<file path="src/rtl/main_ram_pkg.sv">
// Shared constants for the main RAM bus and its arbiter.
//   MAIN_RAM_ADDR_WIDTH / DATA_WIDTH / NIBBLES : RAM bus geometry
//   PORT_CPU / PORT_FETCH0 / PORT_FETCH1       : requester indices
//   next_port()                                : (k+1) mod 3
package main_ram_pkg;
  localparam int MAIN_RAM_ADDR_WIDTH = 15;
  localparam int MAIN_RAM_DATA_WIDTH = 32;
  localparam int MAIN_RAM_NIBBLES    = 8;

  localparam logic [1:0] PORT_CPU    = 2'd0;
  localparam logic [1:0] PORT_FETCH0 = 2'd1;
  localparam logic [1:0] PORT_FETCH1 = 2'd2;

  function automatic logic [1:0] next_port(input logic [1:0] k);
    return (k == PORT_FETCH1) ? PORT_CPU : k + 2'd1;
  endfunction
endpackage

</file>
<file path="src/rtl/main_ram_arbiter_rr_pick3.sv">
// rr_pick3: combinational 3-way rotate-priority picker.
//   req_i   [2:0] pending requests
//   start_i [1:0] first index searched (3 is treated as 0)
//   grant_o [2:0] onehot winner, zero when nothing pending
//   any_o         some request granted
module rr_pick3 (
  input  logic [2:0] req_i,
  input  logic [1:0] start_i,
  output logic [2:0] grant_o,
  output logic       any_o
);
  always_comb begin
    logic [1:0] s;
    logic [1:0] idx;
    logic       found;
    grant_o = '0;
    found   = 1'b0;
    s       = (start_i == 2'd3) ? 2'd0 : start_i;
    idx     = s;
    for (int i = 0; i < 3; i++) begin
      if (!found && req_i[idx]) begin
        grant_o[idx] = 1'b1;
        found        = 1'b1;
      end
      idx = (idx == 2'd2) ? 2'd0 : idx + 2'd1;
    end
    any_o = found;
  end
endmodule

</file>
<file path="src/rtl/main_ram_arbiter.sv">
// main_ram_arbiter: shares the single-port main RAM between the host CPU
// (port 0) and two display/renderer fetch ports (1, 2). One grant per clock,
// round-robin; read data comes back one cycle after the ack and is flagged
// on the issuing port's rddata_valid.
//
// Ports:
//   clk, rst                       clock, synchronous active-high reset
//   pN_req/addr/wrdata/
//   pN_wrnibblesel/write           requester N access, held until pN_ack
//   pN_ack                         combinational accept
//   pN_rddata, pN_rddata_valid     read return (data mirrors bus_rddata)
//   bus_*                          RAM bus
//
// Build option: define MAIN_RAM_ARB_CPU_PRIORITY_EN to let port 0 win
// whenever it requests, limited to CPU_MAX_CONSEC grants in a row while a
// fetch port waits.
module main_ram_arbiter
  import main_ram_pkg::*;
#(
  parameter int ADDR_WIDTH     = MAIN_RAM_ADDR_WIDTH,
  parameter int CPU_MAX_CONSEC = 4
) (
  input  logic                           clk,
  input  logic                           rst,
  input  logic                           p0_req,
  input  logic [ADDR_WIDTH-1:0]          p0_addr,
  input  logic [MAIN_RAM_DATA_WIDTH-1:0] p0_wrdata,
  input  logic [MAIN_RAM_NIBBLES-1:0]    p0_wrnibblesel,
  input  logic                           p0_write,
  output logic                           p0_ack,
  output logic [MAIN_RAM_DATA_WIDTH-1:0] p0_rddata,
  output logic                           p0_rddata_valid,
  input  logic                           p1_req,
  input  logic [ADDR_WIDTH-1:0]          p1_addr,
  input  logic [MAIN_RAM_DATA_WIDTH-1:0] p1_wrdata,
  input  logic [MAIN_RAM_NIBBLES-1:0]    p1_wrnibblesel,
  input  logic                           p1_write,
  output logic                           p1_ack,
  output logic [MAIN_RAM_DATA_WIDTH-1:0] p1_rddata,
  output logic                           p1_rddata_valid,
  input  logic                           p2_req,
  input  logic [ADDR_WIDTH-1:0]          p2_addr,
  input  logic [MAIN_RAM_DATA_WIDTH-1:0] p2_wrdata,
  input  logic [MAIN_RAM_NIBBLES-1:0]    p2_wrnibblesel,
  input  logic                           p2_write,
  output logic                           p2_ack,
  output logic [MAIN_RAM_DATA_WIDTH-1:0] p2_rddata,
  output logic                           p2_rddata_valid,
  output logic [ADDR_WIDTH-1:0]          bus_addr,
  output logic [MAIN_RAM_DATA_WIDTH-1:0] bus_wrdata,
  output logic [MAIN_RAM_NIBBLES-1:0]    bus_wrnibblesel,
  output logic                           bus_write,
  input  logic [MAIN_RAM_DATA_WIDTH-1:0] bus_rddata
);
  logic [2:0] req;
  logic [1:0] rr_next_q, rr_next_d;
  logic       rd_pending_q, rd_pending_d;
  logic [1:0] rd_port_q, rd_port_d;
  logic [2:0] pick_req, pick_gnt, gnt;
  logic       pick_any;
  logic [1:0] win;

  assign req = {p2_req, p1_req, p0_req};

  rr_pick3 u_pick (
    .req_i   (pick_req),
    .start_i (rr_next_q),
    .grant_o (pick_gnt),
    .any_o   (pick_any)
  );

`ifdef MAIN_RAM_ARB_CPU_PRIORITY_EN
  localparam int CW = $clog2(CPU_MAX_CONSEC + 1);
  logic [CW-1:0] consec_q, consec_d;
  logic          others, cpu_masked;

  assign others     = req[PORT_FETCH0] | req[PORT_FETCH1];
  // Masking only matters if a fetch port is actually there to take the slot.
  assign cpu_masked = (consec_q == CW'(CPU_MAX_CONSEC)) && others;
  // The picker only ever arbitrates between the fetch ports.
  assign pick_req   = {req[2:1], 1'b0};

  always_comb begin
    gnt = '0;
    if (!rst) begin
      if (req[PORT_CPU] && !cpu_masked) gnt = 3'b001;
      else                              gnt = pick_gnt;
    end
  end

  assign consec_d = (gnt[PORT_CPU] && others) ? consec_q + CW'(1) : '0;

  always_comb begin
    rr_next_d = rr_next_q;
    if (gnt[PORT_FETCH0] || gnt[PORT_FETCH1]) rr_next_d = next_port(win);
  end
`else
  logic unused_cfg;
  assign unused_cfg = ^CPU_MAX_CONSEC;
  assign pick_req   = req;
  assign gnt        = rst ? 3'b000 : pick_gnt;

  always_comb begin
    rr_next_d = rr_next_q;
    if (|gnt) rr_next_d = next_port(win);
  end
`endif

  assign win = gnt[PORT_FETCH0] ? PORT_FETCH0 :
               gnt[PORT_FETCH1] ? PORT_FETCH1 : PORT_CPU;

  // Winner's fields onto the bus; all-zero when idle or in reset.
  always_comb begin
    bus_addr        = '0;
    bus_wrdata      = '0;
    bus_wrnibblesel = '0;
    bus_write       = 1'b0;
    unique case (1'b1)
      gnt[0]: begin
        bus_addr = p0_addr; bus_wrdata = p0_wrdata;
        bus_wrnibblesel = p0_wrnibblesel; bus_write = p0_write;
      end
      gnt[1]: begin
        bus_addr = p1_addr; bus_wrdata = p1_wrdata;
        bus_wrnibblesel = p1_wrnibblesel; bus_write = p1_write;
      end
      gnt[2]: begin
        bus_addr = p2_addr; bus_wrdata = p2_wrdata;
        bus_wrnibblesel = p2_wrnibblesel; bus_write = p2_write;
      end
      default: ;
    endcase
  end

  assign rd_pending_d = (|gnt) && !bus_write;
  assign rd_port_d    = win;

  always_ff @(posedge clk) begin
    if (rst) begin
      rr_next_q    <= PORT_CPU;
      rd_pending_q <= 1'b0;
      rd_port_q    <= PORT_CPU;
`ifdef MAIN_RAM_ARB_CPU_PRIORITY_EN
      consec_q     <= '0;
`endif
    end else begin
      rr_next_q    <= rr_next_d;
      rd_pending_q <= rd_pending_d;
      rd_port_q    <= rd_port_d;
`ifdef MAIN_RAM_ARB_CPU_PRIORITY_EN
      consec_q     <= consec_d;
`endif
    end
  end

  assign {p2_ack, p1_ack, p0_ack} = gnt;

  assign p0_rddata_valid = !rst && rd_pending_q && (rd_port_q == PORT_CPU);
  assign p1_rddata_valid = !rst && rd_pending_q && (rd_port_q == PORT_FETCH0);
  assign p2_rddata_valid = !rst && rd_pending_q && (rd_port_q == PORT_FETCH1);

  assign p0_rddata = bus_rddata;
  assign p1_rddata = bus_rddata;
  assign p2_rddata = bus_rddata;
endmodule

</file>
<file path="config.mk">
export PLATFORM = sky130hd
export DESIGN_NAME = main_ram_arbiter
export DESIGN_NICKNAME = d
export VERILOG_FILES = /design/src/rtl/main_ram_pkg.sv /design/src/rtl/main_ram_arbiter_rr_pick3.sv /design/src/rtl/main_ram_arbiter.sv
export SDC_FILE = /design/constraint.sdc
export NUM_CORES = 1
export LEC_CHECK = 0
export CAP_MARGIN = 30
export CELL_PAD_IN_SITES_DETAIL_PLACEMENT = 2
export CELL_PAD_IN_SITES_GLOBAL_PLACEMENT = 2
export CORE_UTILIZATION = 10
export CTS_CLUSTER_DIAMETER = 200
export DETAILED_ROUTE_END_ITERATION = 10
export PLACE_DENSITY = 0.95
export SYNTH_ARGS = -nofsm -noshare
export SYNTH_HDL_FRONTEND = slang
export SYNTH_HIERARCHICAL = 1
export SYNTH_SLANG_ARGS = --single-unit
</file>
<file path="constraint.sdc">
create_clock -name clk -period 2.1 [get_ports clk]
set_input_delay 0.21 -clock clk [delete_from_list [all_inputs] [get_ports clk]]
set_output_delay 0.21 -clock clk [all_outputs]
set_load 0.02 [all_outputs]
</file>
==> results <==
## layer usage
metal / global-route usage / part of all wire
met2: 0.248 / 0.56
met1: 0.127 / 0.35
met4: 0.0214 / 0.014
met3: 0.0286 / 0.070
met5: 0 / 0
## critical path: stages (launching register included)
cell                       delay [ns]
sky130_fd_sc_hd__dfxtp_4         0.35
sky130_fd_sc_hd__inv_4           0.07
sky130_fd_sc_hd__ha_4            0.19
sky130_fd_sc_hd__mux2i_2         0.27
sky130_fd_sc_hd__nand3b_1        0.17
sky130_fd_sc_hd__a21oi_2         0.19
sky130_fd_sc_hd__a22o_1          0.19
sky130_fd_sc_hd__nor2b_4         0.25
sky130_fd_sc_hd__buf_6           0.16
sky130_fd_sc_hd__buf_8           0.12
sky130_fd_sc_hd__buf_12          0.10
sky130_fd_sc_hd__a22oi_2         0.08
sky130_fd_sc_hd__nand2_2         0.08
sky130_fd_sc_hd__buf_6           0.11
## flip-flops by register name, indices dropped and copies added, names as in the netlist
register / cells
rd_pending_q: 1
rr_next_q: 2
rd_port_q: 2
## how the worst max path moves through the flow
stage	startpoint	end	slack, ns
floorplan	rr_next_q[0]	bus_wrdata[0]	-0.04
global placement	p2_req	bus_addr[12]	-0.91
detailed placement	p2_req	bus_addr[12]	-0.95
CTS	rr_next_q[1]	bus_write	-0.57
global route	rr_next_q[1]	bus_wrdata[16]	-0.83
finish	rr_next_q[1]	bus_addr[3]	-0.68
## per-stage QoR
stage | setup TNS [ns] | worst slack, ns | hold WS [ns]
6_report | -35.92 | -0.684 | 0.420
5_1_grt | -45.04 | -0.833 | 0.420
4_1_cts | -29.93 | -0.574 | 0.420
3_5_place_dp | -50.43 | -0.952 | 0.420
3_3_place_gp | -44.92 | -0.911 | 0.420
2_1_floorplan | -1.21 | -0.0394 | 0.421
## cell type report
class                   count  area (µm²)
fillers                  2514       16800
repair buffers            307        3390
multi-input cells         212        1820
well taps                 285         357
flip-flops and latches      5         108
clock buffers               4        78.8
inverters                   2        10.0
## repair_timing
item	CTS	global route
gates resized for setup	451	40
setup buffers	35	11
endpoints found under the setup margin	62	63
cloned	10	0
pin swaps	36	44
hold buffers	0	0
## power breakdown
group / switching (mW) / internal (mW) / total, mW / leakage [nW]
Combinational: 2.78 / 3.16 / 5.94 / 2.27
Clock: 0.0731 / 0.253 / 0.326 / 0.0382
Sequential: 0.0397 / 0.139 / 0.179 / 0.0425
## placed cells by master (no fill, tap or decap), types with 4 or more instances in the layout
| master | n |
|---|---|
| sky130_fd_sc_hd__clkdlybuf4s50_1 | 170 |
| sky130_fd_sc_hd__buf_6 | 81 |
| sky130_fd_sc_hd__nand2_2 | 61 |
| sky130_fd_sc_hd__a22oi_2 | 55 |
| sky130_fd_sc_hd__nand2_1 | 47 |
| sky130_fd_sc_hd__buf_4 | 25 |
| sky130_fd_sc_hd__buf_12 | 14 |
| sky130_fd_sc_hd__buf_16 | 7 |
| sky130_fd_sc_hd__nand2_4 | 4 |
| sky130_fd_sc_hd__buf_8 | 4 |
| sky130_fd_sc_hd__ha_4 | 4 |
==> impl_metrics.json <==
{
  "design.final.nets": 740,
  "detailedRoute.firstIterationViolations": 95,
  "design.core.area_mm2": 0.0226,
  "critPathLaunchType": "register",
  "routed_via_density": 3.82,
  "cp.required_ns": 1.89,
  "hpwlAfterDp_um": 10300,
  "synthesis.nets": 547,
  "grt_pass1_vias": 3588,
  "initial_core_util": 0.102,
  "regToRegEndpoint": "rd_pending_q",
  "tritoncts.num_buffers": 3,
  "fin_cells": 815,
  "postPlaceCellArea_mm2": 0.00463,
  "vias": 3116,
  "post_route_cells_drive_above_1_share": 0.536,
  "clock_slew_at_reported_path_ffs_ns": 0.03,
  "rr_startpoint": "rr_next_q[1]",
  "drc": 0,
  "timing.reg2reg.worst_path_depth": 13,
  "critical_path_fanout_max": 6,
  "min_to": "p0_rddata[23]",
  "violated_checks": "negative setup slack",
  "mappedNetlistArea_mm2": 0.00229,
  "worst_hold_startpoint": "bus_rddata[23]",
  "finalHoldViolCount": 0,
  "htreeDepth": 1,
  "fin_skew_ns": 0.00316,
  "layout_setup_ws_ns": -0.684,
  "cts_tree": "built",
  "skew_pair_late_insertion_delay_ns": 0.24,
  "unrepaired_setup_endpoints_after_global_routing": "yes",
  "max-clock-path-buffers": 2,
  "placed_cells": 774,
  "utilization": 0.256,
  "reg2reg_slack_ns": -0.36,
  "buffer_ports.inserted": 234,
  "syn_inst": 338,
  "largest_net_degree_at_the_start_of_global_routing": 15,
  "yosys_warnings": 6,
  "relSlewSlack": 0.758,
  "worstSetupPathType": "register to output pin",
  "drtAntennaViolNets": 0,
  "min_path_type": "input pin to output pin",
  "area.growth.synth_to_final_pct": 151,
  "ios": 363,
  "wirelength_um": 15200,
  "vdd_drop_max_mv": 0.451,
  "globalRoute.totalOverflow": 0,
  "timing.fmax_mhz": 359,
  "fp.dieArea_mm2": 0.0236,
  "totalPowerFinal_mw": 6.44,
  "synth_area_per_cell_um2": 6.79,
  "root_buffer": "sky130_fd_sc_hd__clkbuf_16",
  "postLayoutCellArea_mm2": 0.00577,
  "final-max-slew-violation-count": 0,
  "worst_ep_arrival_time_ns": 2.57,
  "cts.sinks": 5,
  "detail_route.wl_per_cell_um": 18.6,
  "min_path_cells": 0,
  "wire_length_of_the_first_global_routing_pass_um": 21500,
  "first_pass_iters": 4,
  "die_boundary_width_um": 153,
  "die_y_um": 153,
  "rows": 55,
  "cap_viol_max_count": 0,
  "pwr_density_cell_mw_per_mm2": 1120,
  "gp_congestion": 0.716,
  "finalSetupViolCount": 60,
  "timing.final.crit_share": 1.33,
  "antenna_cells_inserted": 0,
  "antenna_found_initial": 0,
  "finalCriticalPeriod_ns": 2.78,
  "worst_margin_pin_slew_ns": 0.362,
  "grt_use_total": 0.123,
  "worstSetupEndpointType": "output pin",
  "static-leakage-power_nw": 2.35,
  "status": "finished with violations"
}
Power figures use the tool's default switching activity.
